### src/rtl/qed_inst_constraint_seq_if.sv
// Fetch-side bundle between the symbolic instruction source and the QED constraint checker.
// The master side drives the instruction stream; the slave side returns the legality verdict and run status.
interface qed_inst_constraint_seq_if #(
  parameter int CNT_W = 8
);
  logic             enable;
  logic             inst_valid;
  logic [31:0]      instruction;
  logic             inst_legal;
  logic [4:0]       inst_class;
  logic [1:0]       state;
  logic [CNT_W-1:0] inst_count;
  logic [CNT_W-1:0] mem_count;
  logic             violation;
  logic [2:0]       violation_code;

  modport master (
    output enable, inst_valid, instruction,
    input  inst_legal, inst_class, state, inst_count, mem_count, violation, violation_code
  );

  modport slave (
    input  enable, inst_valid, instruction,
    output inst_legal, inst_class, state, inst_count, mem_count, violation, violation_code
  );
endinterface

### src/rtl/qed_inst_constraint_seq.sv
// Checks each fetched RV32 word against the QED-legal subset and a per-run program budget.
// Legality and class are combinational; counters, state and the sticky first violation update on the next edge.
module qed_inst_constraint_seq #(
  parameter int         ORIG_REGS = 16,
  parameter logic [4:0] CLASS_EN  = 5'h1F,
  parameter bit         MUL_EN    = 1'b0,
  parameter int         MAX_INSTS = 16,
  parameter int         MAX_MEM   = 4,
  parameter int         DRAIN_CYC = 8,
  parameter int         CNT_W     = 8,
  parameter bit         ASSUME_EN = 1'b1
) (
  input  logic                      i_clk,
  input  logic                      i_rst_n,
  qed_inst_constraint_seq_if.slave  bus
);

  localparam logic [1:0] S_IDLE   = 2'b00;
  localparam logic [1:0] S_ACTIVE = 2'b01;
  localparam logic [1:0] S_DRAIN  = 2'b10;
  localparam logic [1:0] S_DONE   = 2'b11;

  localparam int               DW          = (DRAIN_CYC < 2) ? 1 : $clog2(DRAIN_CYC + 1);
  localparam logic [5:0]       REG_LIM     = 6'(ORIG_REGS);
  localparam logic [CNT_W-1:0] MAX_INSTS_C = CNT_W'(MAX_INSTS);
  localparam logic [CNT_W-1:0] MAX_MEM_C   = CNT_W'(MAX_MEM);
  localparam logic [CNT_W-1:0] CNT_SAT     = '1;
  localparam logic [DW-1:0]    DRAIN_LAST  = DW'(DRAIN_CYC - 1);

  logic [1:0]       r_state;
  logic [CNT_W-1:0] r_inst_count;
  logic [CNT_W-1:0] r_mem_count;
  logic [DW-1:0]    r_drain_cnt;
  logic             r_violation;
  logic [2:0]       r_violation_code;

  logic [6:0] w_opc;
  logic [6:0] w_f7;
  logic [2:0] w_f3;
  logic [4:0] w_rd;
  logic [4:0] w_rs1;
  logic [4:0] w_rs2;

  assign w_opc = bus.instruction[6:0];
  assign w_rd  = bus.instruction[11:7];
  assign w_f3  = bus.instruction[14:12];
  assign w_rs1 = bus.instruction[19:15];
  assign w_rs2 = bus.instruction[24:20];
  assign w_f7  = bus.instruction[31:25];

  logic w_f7_zero, w_f7_alt, w_f7_mul;
  logic w_i_f7_ok, w_mem_shape;
  logic w_is_i, w_is_lw, w_is_r, w_is_sw, w_is_nop;
  logic [4:0] w_class;

  assign w_f7_zero = (w_f7 == 7'b0000000);
  assign w_f7_alt  = (w_f7 == 7'b0100000);
  assign w_f7_mul  = (w_f7 == 7'b0000001);

  // Only the shift-immediates reuse instr[31:25] as funct7; every other I-op carries a free immediate there
  assign w_i_f7_ok = (w_f3 == 3'b001) ? w_f7_zero :
                     (w_f3 == 3'b101) ? (w_f7_zero | w_f7_alt) : 1'b1;

  // Word access, base x0, offset restricted to the low 1 KiB
  assign w_mem_shape = (w_f3 == 3'b010) && (w_rs1 == 5'd0) && (bus.instruction[31:30] == 2'b00);

  assign w_is_i   = (w_opc == 7'b0010011) && w_i_f7_ok;
  assign w_is_lw  = (w_opc == 7'b0000011) && w_mem_shape;
  assign w_is_sw  = (w_opc == 7'b0100011) && w_mem_shape;
  assign w_is_r   = (w_opc == 7'b0110011) &&
                    (w_f7_zero ||
                     (w_f7_alt && ((w_f3 == 3'b000) || (w_f3 == 3'b101))) ||
                     (MUL_EN && w_f7_mul && !w_f3[2]));
  assign w_is_nop = (w_opc == 7'b1111111);
  assign w_class  = {w_is_nop, w_is_sw, w_is_r, w_is_lw, w_is_i};

  logic w_rd_ok, w_rs1_ok, w_rs2_ok, w_reg_bad, w_is_mem;
  assign w_rd_ok  = ({1'b0, w_rd}  < REG_LIM);
  assign w_rs1_ok = ({1'b0, w_rs1} < REG_LIM);
  assign w_rs2_ok = ({1'b0, w_rs2} < REG_LIM);

  assign w_reg_bad = (w_is_i  && !(w_rd_ok && w_rs1_ok)) ||
                     (w_is_lw && !w_rd_ok) ||
                     (w_is_sw && !w_rs2_ok) ||
                     (w_is_r  && !(w_rd_ok && w_rs1_ok && w_rs2_ok));
  assign w_is_mem  = w_is_lw | w_is_sw;

  logic [2:0] w_cause;
  always_comb begin
    w_cause = 3'd0;
    if (!(|(w_class & CLASS_EN)))
      w_cause = 3'd1;
    else if (w_reg_bad)
      w_cause = 3'd2;
    else if (w_is_mem && (r_mem_count == MAX_MEM_C))
      w_cause = 3'd3;
    else if (!w_is_nop && r_state[1])
      w_cause = 3'd4;
  end

  logic w_legal, w_accept;
  logic [CNT_W-1:0] w_inst_inc, w_mem_inc;

  assign w_legal  = !bus.enable || !bus.inst_valid || (w_cause == 3'd0);
  // IDLE is treated like ACTIVE so the instruction that starts the run is counted
  assign w_accept = bus.enable && bus.inst_valid && (w_cause == 3'd0) && !w_is_nop && !r_state[1];

  assign w_inst_inc = (r_inst_count == CNT_SAT) ? r_inst_count : r_inst_count + 1'b1;
  assign w_mem_inc  = (r_mem_count  == CNT_SAT) ? r_mem_count  : r_mem_count  + 1'b1;

  always_ff @(posedge i_clk or negedge i_rst_n) begin
    if (!i_rst_n) begin
      r_state          <= S_IDLE;
      r_inst_count     <= '0;
      r_mem_count      <= '0;
      r_drain_cnt      <= '0;
      r_violation      <= 1'b0;
      r_violation_code <= 3'd0;
    end else if (bus.enable) begin
      if (bus.inst_valid && (w_cause != 3'd0) && !r_violation) begin
        r_violation      <= 1'b1;
        r_violation_code <= w_cause;
      end

      if (w_accept) begin
        r_inst_count <= w_inst_inc;
        if (w_is_mem)
          r_mem_count <= w_mem_inc;
      end

      case (r_state)
        S_IDLE, S_ACTIVE: begin
          if (w_accept && (w_inst_inc == MAX_INSTS_C))
            r_state <= S_DRAIN;
          else if (bus.inst_valid)
            r_state <= S_ACTIVE;
        end
        S_DRAIN: begin
          if (r_drain_cnt == DRAIN_LAST)
            r_state <= S_DONE;
          else
            r_drain_cnt <= r_drain_cnt + 1'b1;
        end
        default: ;
      endcase
    end
  end

  assign bus.inst_legal     = w_legal;
  assign bus.inst_class     = w_class;
  assign bus.state          = r_state;
  assign bus.inst_count     = r_inst_count;
  assign bus.mem_count      = r_mem_count;
  assign bus.violation      = r_violation;
  assign bus.violation_code = r_violation_code;

  generate
    if (ASSUME_EN) begin : g_assume
`ifdef FORMAL
      always @(posedge i_clk) begin
        assume (!bus.inst_valid || bus.inst_legal);
      end
`endif
    end
  endgenerate

endmodule

### src/flat_wrapper.sv
// flat-port wrapper written by rule: the top's interface ports become plain ports
module qed_inst_constraint_seq_flat 
#(
  parameter int         ORIG_REGS = 16,
  parameter logic [4:0] CLASS_EN  = 5'h1F,
  parameter bit         MUL_EN    = 1'b0,
  parameter int         MAX_INSTS = 16,
  parameter int         MAX_MEM   = 4,
  parameter int         DRAIN_CYC = 8,
  parameter int         CNT_W     = 8,
  parameter bit         ASSUME_EN = 1'b1
)
  (i_clk, i_rst_n, bus_enable, bus_inst_valid, bus_instruction, bus_inst_legal, bus_inst_class, bus_state, bus_inst_count, bus_mem_count, bus_violation, bus_violation_code);
  qed_inst_constraint_seq_if #(.CNT_W(CNT_W)) bus_i ();
  input  logic i_clk;
  input  logic i_rst_n;
  input wire logic [$bits(bus_i.enable)-1:0] bus_enable;
  input wire logic [$bits(bus_i.inst_valid)-1:0] bus_inst_valid;
  input wire logic [$bits(bus_i.instruction)-1:0] bus_instruction;
  output wire logic [$bits(bus_i.inst_legal)-1:0] bus_inst_legal;
  output wire logic [$bits(bus_i.inst_class)-1:0] bus_inst_class;
  output wire logic [$bits(bus_i.state)-1:0] bus_state;
  output wire logic [$bits(bus_i.inst_count)-1:0] bus_inst_count;
  output wire logic [$bits(bus_i.mem_count)-1:0] bus_mem_count;
  output wire logic [$bits(bus_i.violation)-1:0] bus_violation;
  output wire logic [$bits(bus_i.violation_code)-1:0] bus_violation_code;
  assign bus_i.enable = bus_enable;
  assign bus_i.inst_valid = bus_inst_valid;
  assign bus_i.instruction = bus_instruction;
  assign bus_inst_legal = bus_i.inst_legal;
  assign bus_inst_class = bus_i.inst_class;
  assign bus_state = bus_i.state;
  assign bus_inst_count = bus_i.inst_count;
  assign bus_mem_count = bus_i.mem_count;
  assign bus_violation = bus_i.violation;
  assign bus_violation_code = bus_i.violation_code;
  qed_inst_constraint_seq #(.ORIG_REGS(ORIG_REGS), .CLASS_EN(CLASS_EN), .MUL_EN(MUL_EN), .MAX_INSTS(MAX_INSTS), .MAX_MEM(MAX_MEM), .DRAIN_CYC(DRAIN_CYC), .CNT_W(CNT_W), .ASSUME_EN(ASSUME_EN)) u_core (.i_clk(i_clk), .i_rst_n(i_rst_n), .bus(bus_i));
endmodule
### config.mk
export PLATFORM = sky130hd
export DESIGN_NAME = qed_inst_constraint_seq_flat
export DESIGN_NICKNAME = d
export VERILOG_FILES = /design/src/rtl/qed_inst_constraint_seq_if.sv /design/src/rtl/qed_inst_constraint_seq.sv /design/src/flat_wrapper.sv
export SDC_FILE = /design/constraint.sdc
export NUM_CORES = 1
export LEC_CHECK = 0
export CAP_MARGIN = 0
export CORE_MARGIN = 2
export CORE_UTILIZATION = 30
export CTS_CLUSTER_DIAMETER = 150
export DETAILED_ROUTE_END_ITERATION = 6
export GPL_ROUTABILITY_DRIVEN = 0
export HOLD_SLACK_MARGIN = 0.08
export PLACE_DENSITY = 0.68
export SYNTH_ARGS = -nofsm -noshare
export SYNTH_HDL_FRONTEND = slang
export SYNTH_SLANG_ARGS = --single-unit
### constraint.sdc
create_clock -name i_clk -period 6.8 [get_ports i_clk]
set_clock_uncertainty 0.1 [all_clocks]
set_input_delay 0.68 -clock i_clk [delete_from_list [all_inputs] [get_ports i_clk]]
set_output_delay 0.68 -clock i_clk [all_outputs]
set_load 0.005 [all_outputs]
==> results by stage, run 1 <==
Status:
- The flow ran to the end, and the final reports show no timing, DRC or antenna violations.

Synth:
- After synthesis, the share of flip-flops with an asynchronous set or reset is 1.000.
- The portion of the post-synthesis area used by sequential elements is 0.3601.
- The number of instances in the synthesized netlist is 184.
- For this run, the leading register cell type out of synthesis is sky130_fd_sc_hd__dfrtp_1.
- Yosys attributes the largest share of cell area to sky130_fd_sc_hd__dfrtp_1, sky130_fd_sc_hd__xnor2_1, sky130_fd_sc_hd__xor2_1.
- For this run, the number of Yosys warnings is 0.
- The number of enable-type register cells in the synthesized netlist is 0.
- The post-synth design cell area is 0.001807 sq mm.
- When the netlist entered floorplanning its net count stood at 224.
- The commonest cells after synthesis are sky130_fd_sc_hd__dfrtp_1, sky130_fd_sc_hd__nand2_1, sky130_fd_sc_hd__nor2_1.
- The number of flip-flops and latches in the synthesized netlist is 26.
- The mean post-synth cell area is 9.819 sq um.
- In the post-synthesis netlist, the cell with the most instances is sky130_fd_sc_hd__dfrtp_1.
- The top-area cell type share of the netlist area is 0.3601.
- The count of different cell masters after synthesis is 55.
- The leading area contributor after synthesis is sky130_fd_sc_hd__dfrtp_1.

Placement:
- The HPWL after detailed placement is 3.504 mm.
- The placed instance area is 0.002416 sq mm.
- The pre-CTS setup slack is 2.472 ns.
- The count of buffers added on input and output ports is 55.

Worst setup path:
- The critical path in this run is classified as primary input to output port.
- The critical path endpoint category is an output port.
- For the worst setup path, the data required time is 6.02 ns.
- Along the worst path, the maximum fanout reaches 12.
- The worst endpoint data arrival time is 3.50 ns.
- STA classifies the critical path startpoint as a primary input.

Global routing:
- Entering global routing, the biggest net connects 27 pins.
- The first global-routing pass estimated 7.776 mm of wire.
- Across every metal layer, demand over resource in global routing totals 0.1484.
- The global route total overflow is 0.
- The number of global-route vias before repair came to 1656.
- The initial antenna violation count came to 0.

Clock tree:
- Hold repair after CTS inserted 0 buffers.
- The maximum root-to-sink buffer count is 2.
- The clock transition at the register clock pins on the worst setup and hold paths after CTS is 0.10 ns.
- In this run the clock root is driven by a sky130_fd_sc_hd__clkbuf_8.
- TritonCTS built the clock tree.
- The tree built by TritonCTS fans out to 26 sinks.
- Buffers inserted during clock tree synthesis total 3.
- The setup fix buffers added after clock tree synthesis is 0.
- After clock tree synthesis, the repair step resized 0 gates.
- CTS built an H-tree with a depth of 1.
- The clock latency on the worst-skew pair is 0.28 ns.

Drt:
- The post-detailed-route via-to-cell ratio is 5.163.
- The number of iterations in the first detailed-routing pass is 4.
- The number of routed nets with antenna violations is 0.
- The DRC violation count after routing is 0.
- Dividing the detail-routed wire length by the instance count gives 14.28 um.
- The post-detailed-routing wire length is 4.469 mm.
- The detailed router's first-iteration violation count is 41.
- The via count is 1616.

STA:
- Headroom to the max-slew limit came out at 0.5944.
- The actual transition at the worst max-transition pin is 0.6084 ns.
- For this run, the top clock speed supported by timing is 233.6 MHz.
- The final critical path time including I/O delays and setup is 4.280 ns.
- The aggregate negative setup slack is 0 ns.
- The total count of hold-check failures in the final report is 0.
- Setup repair after global routing left no endpoint under its margin.
- Setup violations remaining at the end of the flow were counted as 0.
- The final worst setup slack is 2.520 ns.
- Of the available clock period, the critical path in the final layout requires 0.6295.
- The total count of max-transition violations in the final report came to 0.

Cells and area:
- In the final layout, the share of cells above drive strength 1 is 0.1176.
- The finished layout cell area is 0.002487 sq mm.
- The net count of the finished layout is 279.
- The antenna diode count is 0.
- Compared with the post-synthesis result, the final layout area differs by 37.67%.

Pwr:
- The static power due to leakage is 1.007 nW.
- In this run the power density over the cells is 132.2 mW/mm^2.
- The worst-case IR drop observed on VDD is 0.09273 mV.

Die:
- The die footprint is 0.006659 sq mm.
- The initial cell density of the core is 0.3070.
- The die is 81.61 um wide.
- During I/O placement, the number of pins put on the boundary was 64.
- The core area is 0.005886 sq mm.
- The die is 81.61 um tall.
- In this run the core area contains 28 standard-cell rows.

Worst hold path:
- The path type of the worst min-delay path is flip-flop to flip-flop.

Flow run:
- Max-cap violations in this run came to 0.
==> per-stage QoR <==
stage / total power, mW / cells / hold slack, ns / util
floorplan: 0.1714 / 184 / 0.2844 / -
CTS: 0.3316 / 313 / 0.3756 / 0.4226
global route: 0.3409 / 313 / 0.4048 / 0.4226
finish: 0.3289 / 313 / 0.3686 / 0.4226
detailed placement: 0.2003 / 309 / 0.3593 / 0.4105
global placement: 0.1998 / 309 / 0.3613 / 0.4105
==> layer usage <==
metal  up-vias  part of all wire  global-route usage
met5         -                 0                   0
met4         0            0.0087             0.04667
met3         4             0.045             0.03187
met2        36              0.51              0.2598
met1       782              0.43              0.1819
li1        794                 -                   -
==> layout by cell type, fill, tap and decap left out, types with 2 or more instances in the layout <==
cell type                         count
sky130_fd_sc_hd__a2111oi_2            2
sky130_fd_sc_hd__a211oi_1             4
sky130_fd_sc_hd__a21oi_1              2
sky130_fd_sc_hd__a31oi_1              4
sky130_fd_sc_hd__and2_1               3
sky130_fd_sc_hd__and3_1               5
sky130_fd_sc_hd__and4_1               2
sky130_fd_sc_hd__clkbuf_8             3
sky130_fd_sc_hd__clkdlybuf4s50_1     55
sky130_fd_sc_hd__dfrtp_1             26
sky130_fd_sc_hd__ha_1                 4
sky130_fd_sc_hd__inv_1                8
sky130_fd_sc_hd__mux2_1               2
sky130_fd_sc_hd__mux2_2               4
sky130_fd_sc_hd__nand2_1             13
sky130_fd_sc_hd__nand2b_1             4
sky130_fd_sc_hd__nand3_1             10
sky130_fd_sc_hd__nand4_1              8
sky130_fd_sc_hd__nor2_1              12
sky130_fd_sc_hd__nor3_1               2
sky130_fd_sc_hd__nor4_1               4
sky130_fd_sc_hd__nor4_2               2
sky130_fd_sc_hd__o21ai_0              9
sky130_fd_sc_hd__or2_2                2
sky130_fd_sc_hd__or3_1                3
sky130_fd_sc_hd__xnor2_1              9
sky130_fd_sc_hd__xor2_1               6
==> state kept, by name, summed over array words and instances (netlist names) <==
signal / flops
u_core.bus.violation: 1
u_core.bus.violation_code: 3
u_core.bus.inst_count: 8
u_core.bus.mem_count: 8
u_core.bus.state: 2
u_core.r_drain_cnt: 4
==> where the power goes <==
part | total, mW | internal, mW | switching [mW] | leakage (nW)
Combinational | 0.0403 | 0.0230 | 0.0173 | 0.631
Sequential | 0.157 | 0.156 | 0.000969 | 0.339
Clock | 0.132 | 0.0789 | 0.0531 | 0.0357
Total | 0.329 | 0.258 | 0.0714 | 1.01
==> cell families after synthesis <==
logic type / after synthesis / share of synthesized area
flops: 26 / 0.3601
compound gates: 34 / 0.1676
fa+ha+maj: 4 / 0.02770
mux: 8 / 0.05124
xor+xnor: 15 / 0.07272
buf+inv: 15 / 0.04293
simple gates: 82 / 0.2777
==> worst paths after layout <==
path | start | to | slack (ns) | cells after the start
max | bus_instruction[2] | bus_inst_legal | 2.52 | 7
min in group asynchronous | i_rst_n | u_core.bus.inst_count[6] | 0.66 | 2
min reg2reg | u_core.r_drain_cnt[3] | u_core.r_drain_cnt[3] | 0.37 | 1
max in group asynchronous | i_rst_n | u_core.bus.mem_count[6] | 5.67 | 2
min | u_core.r_drain_cnt[3] | u_core.r_drain_cnt[3] | 0.37 | 1
max reg2reg | u_core.bus.mem_count[0] | u_core.bus.inst_count[6] | 4.28 | 7
==> worst max-delay path, stage by stage <==
cell                              delay [ns]
sky130_fd_sc_hd__clkdlybuf4s50_1        0.49
sky130_fd_sc_hd__nor4_2                 0.44
sky130_fd_sc_hd__nand3_1                0.51
sky130_fd_sc_hd__and4_1                 0.41
sky130_fd_sc_hd__nor4_1                 0.29
sky130_fd_sc_hd__or2_2                  0.18
sky130_fd_sc_hd__clkdlybuf4s50_1        0.49
==> final cells by class <==
type / instances / area, sq um
Inverter: 9 / 35.03
Sequential cell: 26 / 650.6
Fill cell: 581 / 3398
Clock inverter: 1 / 30.03
Multi-Input combinational cell: 143 / 1079
Clock buffer: 3 / 41.29
Tap cell: 75 / 93.84
Timing Repair Buffer: 56 / 558.0
Power figures use the tool's default switching activity.
==> inputs of run 2 (changes only) <==
- clock period: 6.8 -> 4 ns (I/O delays scaled with it)
==> run 2 against run 1 <==
Net effect: clock-buffer cell count unchanged; sequential power increased by 69%; core utilization increased by 0.13 points; combinational power increased by 71%; total power increased by 69%; flip-flop and latch count unchanged; clock power increased by 66%; largest cell class unchanged.
==> results by stage, run 2 (synthesis results as in run 1) <==
Status:
- The run finished with clean final reports.

Placement:
- OpenSTA, run right after detailed placement, puts the worst setup slack at 0.5432 ns.
- After detailed placement, the design holds a cell count of 310.
- The number of buffers added on ports is 55.
- The HPWL after detailed placement is 3.531 mm.
- The placed instances occupy a cell area of 0.002424 sq mm.

Clock tree:
- CTS built an H-tree with a depth of 1.
- TritonCTS built the clock tree.
- The root buffer selected by CTS is sky130_fd_sc_hd__clkbuf_8.
- The clock passes through at most 2 buffers.
- The clock latency on the worst-skew pair is 0.27 ns.
- The number of gates given a new drive strength after cts is 0.
- Hold repair after CTS inserted 0 buffers.
- The tree built by TritonCTS fans out to 26 sinks.
- After clock tree synthesis, the clock-pin slew on the worst setup and hold paths is 0.09 ns.
- The number of buffers created by CTS is 3.
- The setup fix buffers added after clock tree synthesis is 0.

STA:
- The worst path in the final design needs a cycle of 3.466 ns, including I/O delays and setup.
- The total count of max-transition violations in the final report is 0.
- The maximum clock frequency is 288.5 MHz.
- Setup repair after global routing left no endpoint under its margin.
- Across all setup checks in the final design, the least slack found is 0.5337 ns.
- The worst hold slack across all endpoints is 0.3784 ns.
- The relative slew slack is 0.6234.
- The actual transition at the worst max-transition pin is 0.5649 ns.
- The number of failing setup endpoints in the final timing report is 0.
- The final critical-path share of the clock period is 0.8666.
- Adding up every negative setup slack in the final design gives 0 ns.
- The total count of hold-check failures in the final report was 0.

Worst setup path:
- On the critical path the largest part of the delay comes from simple AND/OR/NAND/NOR gates.
- The largest individual stage delay along the critical path comes from the cell sky130_fd_sc_hd__or4_1.
- For the worst setup path, the data arrival time is 2.97 ns.
- For this run, the slowest stage of the critical path takes 0.52 ns.
- The worst setup path is of the primary input to output port kind.
- Along the worst path, the maximum fanout reaches 4.
- The worst setup path is launched from a primary input.
- STA puts the critical path data required time at 3.50 ns.
- The signal on the critical path passes through clkdlybuf4s50_1 > or4_1 > nor3_1 > a31oi_1 > a21oi_1 > nor4_1 > or2_2 > clkdlybuf4s50_1.
- The critical path contains buffers and inverters numbering 2 combined.
- The critical path endpoint category is an output port.
- The most numerous cell type found on the critical path is sky130_fd_sc_hd__clkdlybuf4s50_1.

Pwr:
- The internal power consumption is 0.4376 mW.
- The relative contribution of the clock network to total power is 0.396.
- The share of power burned in combinational logic is 0.124.
- Across the VDD grid, the largest voltage drop is 0.1179 mV.
- The static power due to leakage is 1.011 nW.
- The power after layout is 0.5543 mW.
- The sequential fraction of design power is 0.480.
- The cell area power density is 222.2 mW/mm^2.
- For this design the total switching power over the nets is 0.1167 mW.
- The net switching share of the total power is 0.2106.

Cells and area:
- The count of cells in the finished layout, fillers not included, comes to 314.
- The fill cell instance count of the final layout is 608.
- Of the cells placed in the final design, the portion with a size suffix greater than 1 is 0.1213.
- The finished layout cell area is 0.002495 sq mm.
- Leaving out fill and tap cells, the most frequent cells in the layout are sky130_fd_sc_hd__clkdlybuf4s50_1, sky130_fd_sc_hd__dfrtp_1, sky130_fd_sc_hd__nand2_1, sky130_fd_sc_hd__nor2_1, sky130_fd_sc_hd__nand3_1.
- The final core utilization is 0.4239.
- The most common cell after layout, fill and taps aside is sky130_fd_sc_hd__clkdlybuf4s50_1.
- The area added between synthesis and finish is 38.09%.
- The antenna diode count is 0.
- For this run, the post-layout net count is 280.

Global routing:
- The first global-routing pass estimated 7.562 mm of wire.
- The number of global-route vias before repair is 1588.
- The global router's overall resource usage is 0.1456.
- The largest net degree at the start of global routing is 27.
- The global route total overflow is 0.
- The initial antenna violation count was 0.

Drt:
- Across all layers, the routed design uses 1632 vias.
- The detailed router's first-iteration violation count is 57.
- For this run, design rule violations remaining after detail routing come to 0.
- The post-detailed-routing wire length is 4.468 mm.
- After detailed routing, the average wire length per cell comes to 14.23 um.
- The number of iterations in the first detailed-routing pass is 4.
- Dividing the detail-routed via count by the number of cells gives 5.197.
- In this run the remaining antenna-violating nets after routing total 0.

Die:
- The floorplan row count is 28.
- The top-level port count is 64.
- The initial utilization of the core area, before any placement, comes to 0.3070.
- The die extent in x is 81.61 um.
- In this run the standard cell core region covers 0.005886 sq mm.
- The die covers 0.006659 sq mm.
- The overall die height is 81.61 um.

Worst hold path:
- The path class of the tightest hold or removal check is flip-flop to flip-flop.

Flow run:
- Across the run, the number of max-cap violations was 0.
[run 2: cell count changes in the layout (fill, tap and decap cells not counted), sizes merged]
| cell | previous run | this run |
|---|---|---|
| buf | 1 | 2 |
[run 2: power groups by stage]
stage                     combinational, mW  sequential (mW)  clock [mW]
final                                0.0690            0.266       0.219
after floorplan                      0.0203            0.271           0
after global placement               0.0682            0.272           0
after CTS                            0.0699            0.266       0.227
after global routing                 0.0759            0.266       0.238
after detailed placement             0.0695            0.271           0
[run 2: path summary, 6_finish.rpt]
path	start	endpoint	slack, ns	cells after the start
max in group asynchronous	i_rst_n	u_core.bus.violation	3.14	2
hold reg to reg	u_core.r_drain_cnt[3]	u_core.r_drain_cnt[3]	0.38	1
min in group asynchronous	i_rst_n	u_core.bus.inst_count[3]	0.40	2
setup / recovery	bus_instruction[25]	bus_inst_legal	0.53	8
setup reg to reg	u_core.bus.mem_count[0]	u_core.bus.inst_count[6]	1.49	7
hold / removal	u_core.r_drain_cnt[3]	u_core.r_drain_cnt[3]	0.38	1
[run 2: layer usage]
| metal | global-route usage | part of all wire |
|---|---|---|
| met5 | 0 | 0 |
| met4 | 0.03833 | 0.012 |
| met3 | 0.03187 | 0.040 |
| met2 | 0.2598 | 0.51 |
| met1 | 0.1770 | 0.44 |
[run 2: cell type report]
class                      instances  area [sq um]  share of cell area
inverter                           9         35.03             0.01404
tap                               75         93.84             0.03761
sequential                        26         650.6              0.2608
clock inverter                     1         30.03             0.01204
clock buffer                       3         41.29             0.01655
timing repair buffer              57         565.5              0.2267
multi-input combinational        143          1079              0.4323
==> inputs of run 3 (changes only) <==
- SKIP_LAST_GASP: default -> 1
==> results of run 3 <==
Final layout, timing and power as in run 2 (identical DEF).
